`src/rtl/fb_mem_arbiter.sv`:
```
// Round-robin arbiter that shares one synchronous-read frame-buffer SRAM port
// between NUM_REQ drawing engines, one transaction in flight at a time.
module fb_mem_arbiter #(
    parameter int NUM_REQ = 5,
    parameter int ADDR_W  = 16,
    parameter int DATA_W  = 32
) (
    input  logic                          clk,
    input  logic                          rst,
    input  logic [NUM_REQ*DATA_W-1:0]     req_data_i,
    input  logic [NUM_REQ*ADDR_W-1:0]     req_addr_i,
    input  logic [NUM_REQ*(DATA_W/8)-1:0] req_wben_i,
    input  logic [NUM_REQ-1:0]            req_op_i,
    input  logic [NUM_REQ-1:0]            req_rts_i,
    output logic [NUM_REQ-1:0]            req_rtr_o,
    output logic [DATA_W-1:0]             bcast_data_o,
    output logic [NUM_REQ-1:0]            bcast_xfc_o,
    output logic                          mem_en_o,
    output logic                          mem_we_o,
    output logic [ADDR_W-1:0]             mem_addr_o,
    output logic [DATA_W-1:0]             mem_wdata_o,
    output logic [DATA_W/8-1:0]           mem_wben_o,
    input  logic [DATA_W-1:0]             mem_rdata_i
);
    localparam int BE_W  = DATA_W / 8;
    localparam int IDX_W = (NUM_REQ > 1) ? $clog2(NUM_REQ) : 1;

    typedef enum logic [2:0] {IDLE, GRANT, MEM, RDWAIT, RESP} state_t;

    state_t             state_q;
    logic [IDX_W-1:0]   gnt_q;
    logic [IDX_W-1:0]   ptr_q;
    logic [IDX_W-1:0]   ptr_d;
    logic [NUM_REQ-1:0] req_rtr_q;
    logic [NUM_REQ-1:0] bcast_xfc_q;
    logic [DATA_W-1:0]  bcast_data_q;
    logic               mem_en_q;
    logic               mem_we_q;
    logic [ADDR_W-1:0]  mem_addr_q;
    logic [DATA_W-1:0]  mem_wdata_q;
    logic [BE_W-1:0]    mem_wben_q;

    logic [ADDR_W-1:0]  slot_addr [NUM_REQ];
    logic [DATA_W-1:0]  slot_data [NUM_REQ];
    logic [BE_W-1:0]    slot_wben [NUM_REQ];

    logic [IDX_W-1:0]   pick_idx;
    logic               pick_vld;

    for (genvar gi = 0; gi < NUM_REQ; gi++) begin : g_slot
        assign slot_addr[gi] = req_addr_i[ADDR_W*gi +: ADDR_W];
        assign slot_data[gi] = req_data_i[DATA_W*gi +: DATA_W];
        assign slot_wben[gi] = req_wben_i[BE_W*gi +: BE_W];
    end

    function automatic logic [NUM_REQ-1:0] onehot(input logic [IDX_W-1:0] idx);
        onehot      = '0;
        onehot[idx] = 1'b1;
    endfunction

    // Walk downward so the candidate closest to ptr is the last one written.
    always_comb begin : arb_search
        int               pos;
        logic [IDX_W-1:0] cand;
        pick_idx = '0;
        pick_vld = 1'b0;
        for (int k = NUM_REQ - 1; k >= 0; k--) begin
            pos = int'(ptr_q) + k;
            if (pos >= NUM_REQ) begin
                pos = pos - NUM_REQ;
            end
            cand = IDX_W'(pos);
            if (req_rts_i[cand]) begin
                pick_idx = cand;
                pick_vld = 1'b1;
            end
        end
    end

    always_comb begin
        ptr_d = (gnt_q == IDX_W'(NUM_REQ - 1)) ? '0 : gnt_q + IDX_W'(1);
    end

    always_ff @(posedge clk or posedge rst) begin
        if (rst) begin
            state_q      <= IDLE;
            gnt_q        <= '0;
            ptr_q        <= '0;
            req_rtr_q    <= '0;
            bcast_xfc_q  <= '0;
            bcast_data_q <= '0;
            mem_en_q     <= 1'b0;
            mem_we_q     <= 1'b0;
            mem_addr_q   <= '0;
            mem_wdata_q  <= '0;
            mem_wben_q   <= '0;
        end else begin
            case (state_q)
                IDLE: begin
                    if (pick_vld) begin
                        gnt_q     <= pick_idx;
                        req_rtr_q <= onehot(pick_idx);
                        state_q   <= GRANT;
                    end
                end
                GRANT: begin
                    req_rtr_q <= '0;
                    // A requester that let go of rts before seeing rtr forfeits the slot.
                    if (req_rts_i[gnt_q]) begin
                        mem_en_q    <= 1'b1;
                        mem_we_q    <= req_op_i[gnt_q];
                        mem_addr_q  <= slot_addr[gnt_q];
                        mem_wdata_q <= slot_data[gnt_q];
                        mem_wben_q  <= req_op_i[gnt_q] ? slot_wben[gnt_q] : '0;
                        state_q     <= MEM;
                    end else begin
                        state_q     <= IDLE;
                    end
                end
                MEM: begin
                    mem_en_q <= 1'b0;
                    mem_we_q <= 1'b0;
                    if (mem_we_q) begin
                        bcast_data_q <= mem_wdata_q;
                        bcast_xfc_q  <= onehot(gnt_q);
                        state_q      <= RESP;
                    end else begin
                        state_q      <= RDWAIT;
                    end
                end
                RDWAIT: begin
                    bcast_data_q <= mem_rdata_i;
                    bcast_xfc_q  <= onehot(gnt_q);
                    state_q      <= RESP;
                end
                RESP: begin
                    bcast_xfc_q <= '0;
                    ptr_q       <= ptr_d;
                    state_q     <= IDLE;
                end
                default: begin
                    state_q <= IDLE;
                end
            endcase
        end
    end

    assign req_rtr_o    = req_rtr_q;
    assign bcast_xfc_o  = bcast_xfc_q;
    assign bcast_data_o = bcast_data_q;
    assign mem_en_o     = mem_en_q;
    assign mem_we_o     = mem_we_q;
    assign mem_addr_o   = mem_addr_q;
    assign mem_wdata_o  = mem_wdata_q;
    assign mem_wben_o   = mem_wben_q;

endmodule

```
`config.mk`:
```
export PLATFORM = sky130hd
export DESIGN_NAME = fb_mem_arbiter
export DESIGN_NICKNAME = d
export VERILOG_FILES = /design/src/rtl/fb_mem_arbiter.sv
export SDC_FILE = /design/constraint.sdc
export NUM_CORES = 1
export LEC_CHECK = 0
export CORE_AREA = 2 2 157 159
export CTS_BUF_LIST = sky130_fd_sc_hd__clkbuf_8
export CTS_CLUSTER_SIZE = 40
export DETAILED_ROUTE_END_ITERATION = 6
export DIE_AREA = 0 0 159 161
export GPL_TIMING_DRIVEN = 0
export PLACE_DENSITY = 0.68
export REMOVE_ABC_BUFFERS = 1
export SLEW_MARGIN = 10
export SYNTH_ARGS = -nofsm -noshare
export SYNTH_HDL_FRONTEND = slang
export SYNTH_SLANG_ARGS = --single-unit
```
`constraint.sdc`:
```
create_clock -name clk -period 3.6 [get_ports clk]
set_input_delay 0.72 -clock clk [delete_from_list [all_inputs] [get_ports clk]]
set_output_delay 0.72 -clock clk [all_outputs]
set_load 0.05 [all_outputs]
```
==> impl_metrics.csv <==
group,metric,value,unit
route,drt_first_pass_iters,5,
synth,synth_area,0.00732,mm²
pwr,ir_drop,0.407,mV
route,highest_layer,"met5",
clocking,clk_pin_slew_worst_paths,120,ps
sta,layout_setup_ws,128,ps
synth,ys_async_sr_fraction,100,%
status,outcome,"finished clean",
floorplan,die_area,0.0256,mm²
finish,multi_input_area,0.00443,mm²
route,postRouteAntennaNets,0,
floorplan,die_height,161,µm
grt,gr-total-overflow,0,
setup_path,criticalPathCategory,"flip-flop to flip-flop",
finish,regArea,0.00264,mm²
clocking,cts_buffers,9,
grt,grtUsageTotal,26.3,%
synth,synth_top_flop_cell,"dfrtp_1",
sta,finalCritPeriodShare,96.4,%
placement,placed_cells,1412,
setup_path,crit_path_end_kind,"flip-flop",
grt,grt_pass1_wl,50.9,mm
floorplan,core,0.0240,mm²
route,wl_met3,2.88,mm
grt,antenna_found_initial,3,
grt,grt_pass1_vias,7885,
route,drc,0,
sta,tightest_slew,1140,ps
sta,max_freq,0.288,GHz
flow_run,drv_cap,0,
floorplan,initial_core_util,30.5,%
finish,layout_common_cells,"399 x clkdlybuf4s50_1, 112 x nor2_1, 99 x dfrtp_1",
setup_path,crit_required,3880,ps
setup_path,cp-start-kind,"flip-flop",
synth,synth_cells,747,
route,vias,7933,
placement,port_buffers,399,
floorplan,die_w,159,µm
setup_path,crit_fanout,12,
clocking,cts_sinks,105,
route,wire_per_inst,23.9,µm
synth,synth-edff-count,0,
finish,area_growth,63.6,%
sta,setup_viol,0,
route,wl_met1,13.8,mm
synth,yosysWarnings,0,
route,drtIter0Drc,500,
clocking,cts_hold_buf,0,
sta,max_slew_margin,23.9,%
hold_path,hold_class,"flip-flop to flip-flop",
route,vias_per_cell,5.52,
route,met2_length,16.7,mm
finish,layout_commonest_cell,"clkdlybuf4s50_1",
pwr,powerDensity,945,mW/mm²
sta,final_hold_viol_count,0,
finish,num-nets-final,1423,
clocking,ctsHtreeMaxLevel,3,
finish,final_util,50.0,%
synth,ys_types,79,
route,wirelength,34.3,mm
synth,synth_seq_cells,105,
finish,layout-drive-gt1-share,11.7,%
finish,fin_cells,1436,
grt,grt_max_degree,70,
finish,fillers,2264,
placement,dp_hpwl,25.5,mm
placement,dp_slack,-1080,ps
placement,place.gp.congestion,0.874,
floorplan,rows,57,
clocking,clockBufferDepth,2,
clocking,tritoncts,"yes",
finish,diodes,0,
synth,synth.avg_cell_area,9.80,µm²
sta,rsz0062_at_grt,"false",
floorplan,io_pins,400,
pwr,leakage,4.62,nW
synth,ys_seq_area_share,35.9,%
clocking,insertion_delay,390,ps
setup_path,cp_data_arrival_time,3750,ps
clocking,cts-root-buf,"clkbuf_8",
sta,clock_skew,18.7,ps
sta,final_max_slew_viol_count,0,
sta,min_period,3470,ps
## sequential cells by signal, indices dropped and copies added (netlist names)
signal and flops:
mem_en_o 1, req_rtr_o 5, mem_we_o 1, mem_wben_o 4, bcast_xfc_o 5, gnt_q 3
ptr_q 3, mem_wdata_o 32, mem_addr_o 16, bcast_data_o 32, state_q 3
## metrics by stage
step           instance area, µm²  hold slack [ps]  power, mW  TNS (ps)
2_1_floorplan                7010              517       7.45   -163640
3_3_place_gp                11400              462       10.1   -660470
3_5_place_dp                11600              471       10.2    -32850
4_1_cts                     11900              500       11.2     -53.3
5_1_grt                     12000              521       12.0         0
6_report                    12000              491       11.3         0
## cell families (layout without fill, tap and decap cells)
logic type	after synthesis	after routing	synth area share, %
xor+xnor	2	2	0.239
simple gates	263	264	17.9
compound gates	220	220	22.0
buf+inv	83	447	4.96
flops	105	105	35.9
mux	62	62	16.9
fa+ha+maj	12	12	2.15
## final timing paths
| check | cells after the start | endpoint | start | slack [ps] |
|---|---|---|---|---|
| min | 2 | bcast_data_o[28] | bcast_data_o[28] | 490 |
| max reg2reg | 11 | req_rtr_o[0] | ptr_q[1] | 130 |
| min reg2reg | 2 | bcast_data_o[28] | bcast_data_o[28] | 490 |
| min in group asynchronous | 2 | mem_en_o | rst | 710 |
| max in group asynchronous | 3 | mem_wdata_o[28] | rst | 2200 |
| max | 11 | req_rtr_o[0] | ptr_q[1] | 130 |
## final cells by class
| type | count | share of cell area, % |
|---|---|---|
| Clock buffer | 9 | 1.03 |
| Clock inverter | 7 | 0.669 |
| Inverter | 15 | 0.564 |
| Multi-Input combinational cell | 560 | 37.0 |
| Sequential cell | 105 | 22.1 |
| Tap cell | 324 | 3.39 |
| Timing Repair Buffer | 416 | 35.2 |
## cell usage after synthesis, drive strengths merged (3+ instances only)
| cell type | n | area share [%] |
|---|---|---|
| a32o | 3 | 0.43 |
| nor3b | 4 | 0.41 |
| a21oi | 40 | 2.9 |
| a311oi | 3 | 0.53 |
| nor4 | 3 | 0.34 |
| o21ai | 53 | 3.7 |
| a22o | 10 | 1.2 |
| mux4 | 49 | 15 |
| nor2b | 8 | 0.68 |
| nand3 | 11 | 0.75 |
| inv | 14 | 0.72 |
| or2 | 5 | 0.43 |
| buf | 17 | 1.4 |
| mux2i | 11 | 1.5 |
| and2 | 4 | 0.34 |
| a221o | 7 | 0.97 |
| a211oi | 5 | 0.51 |
| and3 | 3 | 0.26 |
| a21boi | 3 | 0.36 |
| a21bo | 3 | 0.41 |
| and3b | 26 | 3.1 |
| a31oi | 3 | 0.26 |
| a22oi | 7 | 0.72 |
| a311o | 3 | 0.55 |
| o2bb2ai | 4 | 0.48 |
| clkbuf | 51 | 2.8 |
| nor2 | 114 | 5.9 |
| nand2b | 10 | 0.85 |
| nand3b | 3 | 0.31 |
| a221oi | 49 | 5.9 |
| dfrtp | 105 | 36 |
| o211ai | 5 | 0.51 |
| nor3 | 7 | 0.48 |
| nand2 | 55 | 2.8 |
| o22ai | 3 | 0.26 |
| ha | 11 | 1.9 |
## power by group
part	switching (mW)	internal (mW)	total (mW)
logic	4.85	3.23	8.08
clock network	0.509	0.282	0.792
registers	0.687	1.76	2.44
total	6.05	5.27	11.3
## per-layer routing
layer  vias up  track usage, %
li1       3577               -
met1      3933            33.1
met2       365            43.7
met3        52            7.76
met4         6            8.06
met5         -               0
## critical path, cell delays in order (launching register included)
cell and delay, ps:
dfrtp_2 500, inv_1 320, ha_4 230, ha_1 390, inv_1 70, a221o_1 270
and2b_1 150, o21ai_0 340, a32oi_1 200, o2111a_1 280, o31a_1 340, a32o_2 280
## timing repair
| action | in CTS | in global routing |
|---|---|---|
| gates resized for setup | 13 | 9 |
| buffers inserted | 2 | 5 |
| cloned | 1 | 0 |
| endpoints found under the setup margin | 62 | 41 |
| pin swaps | 0 | 2 |
Note: power is estimated with default switching activity, not from simulation.
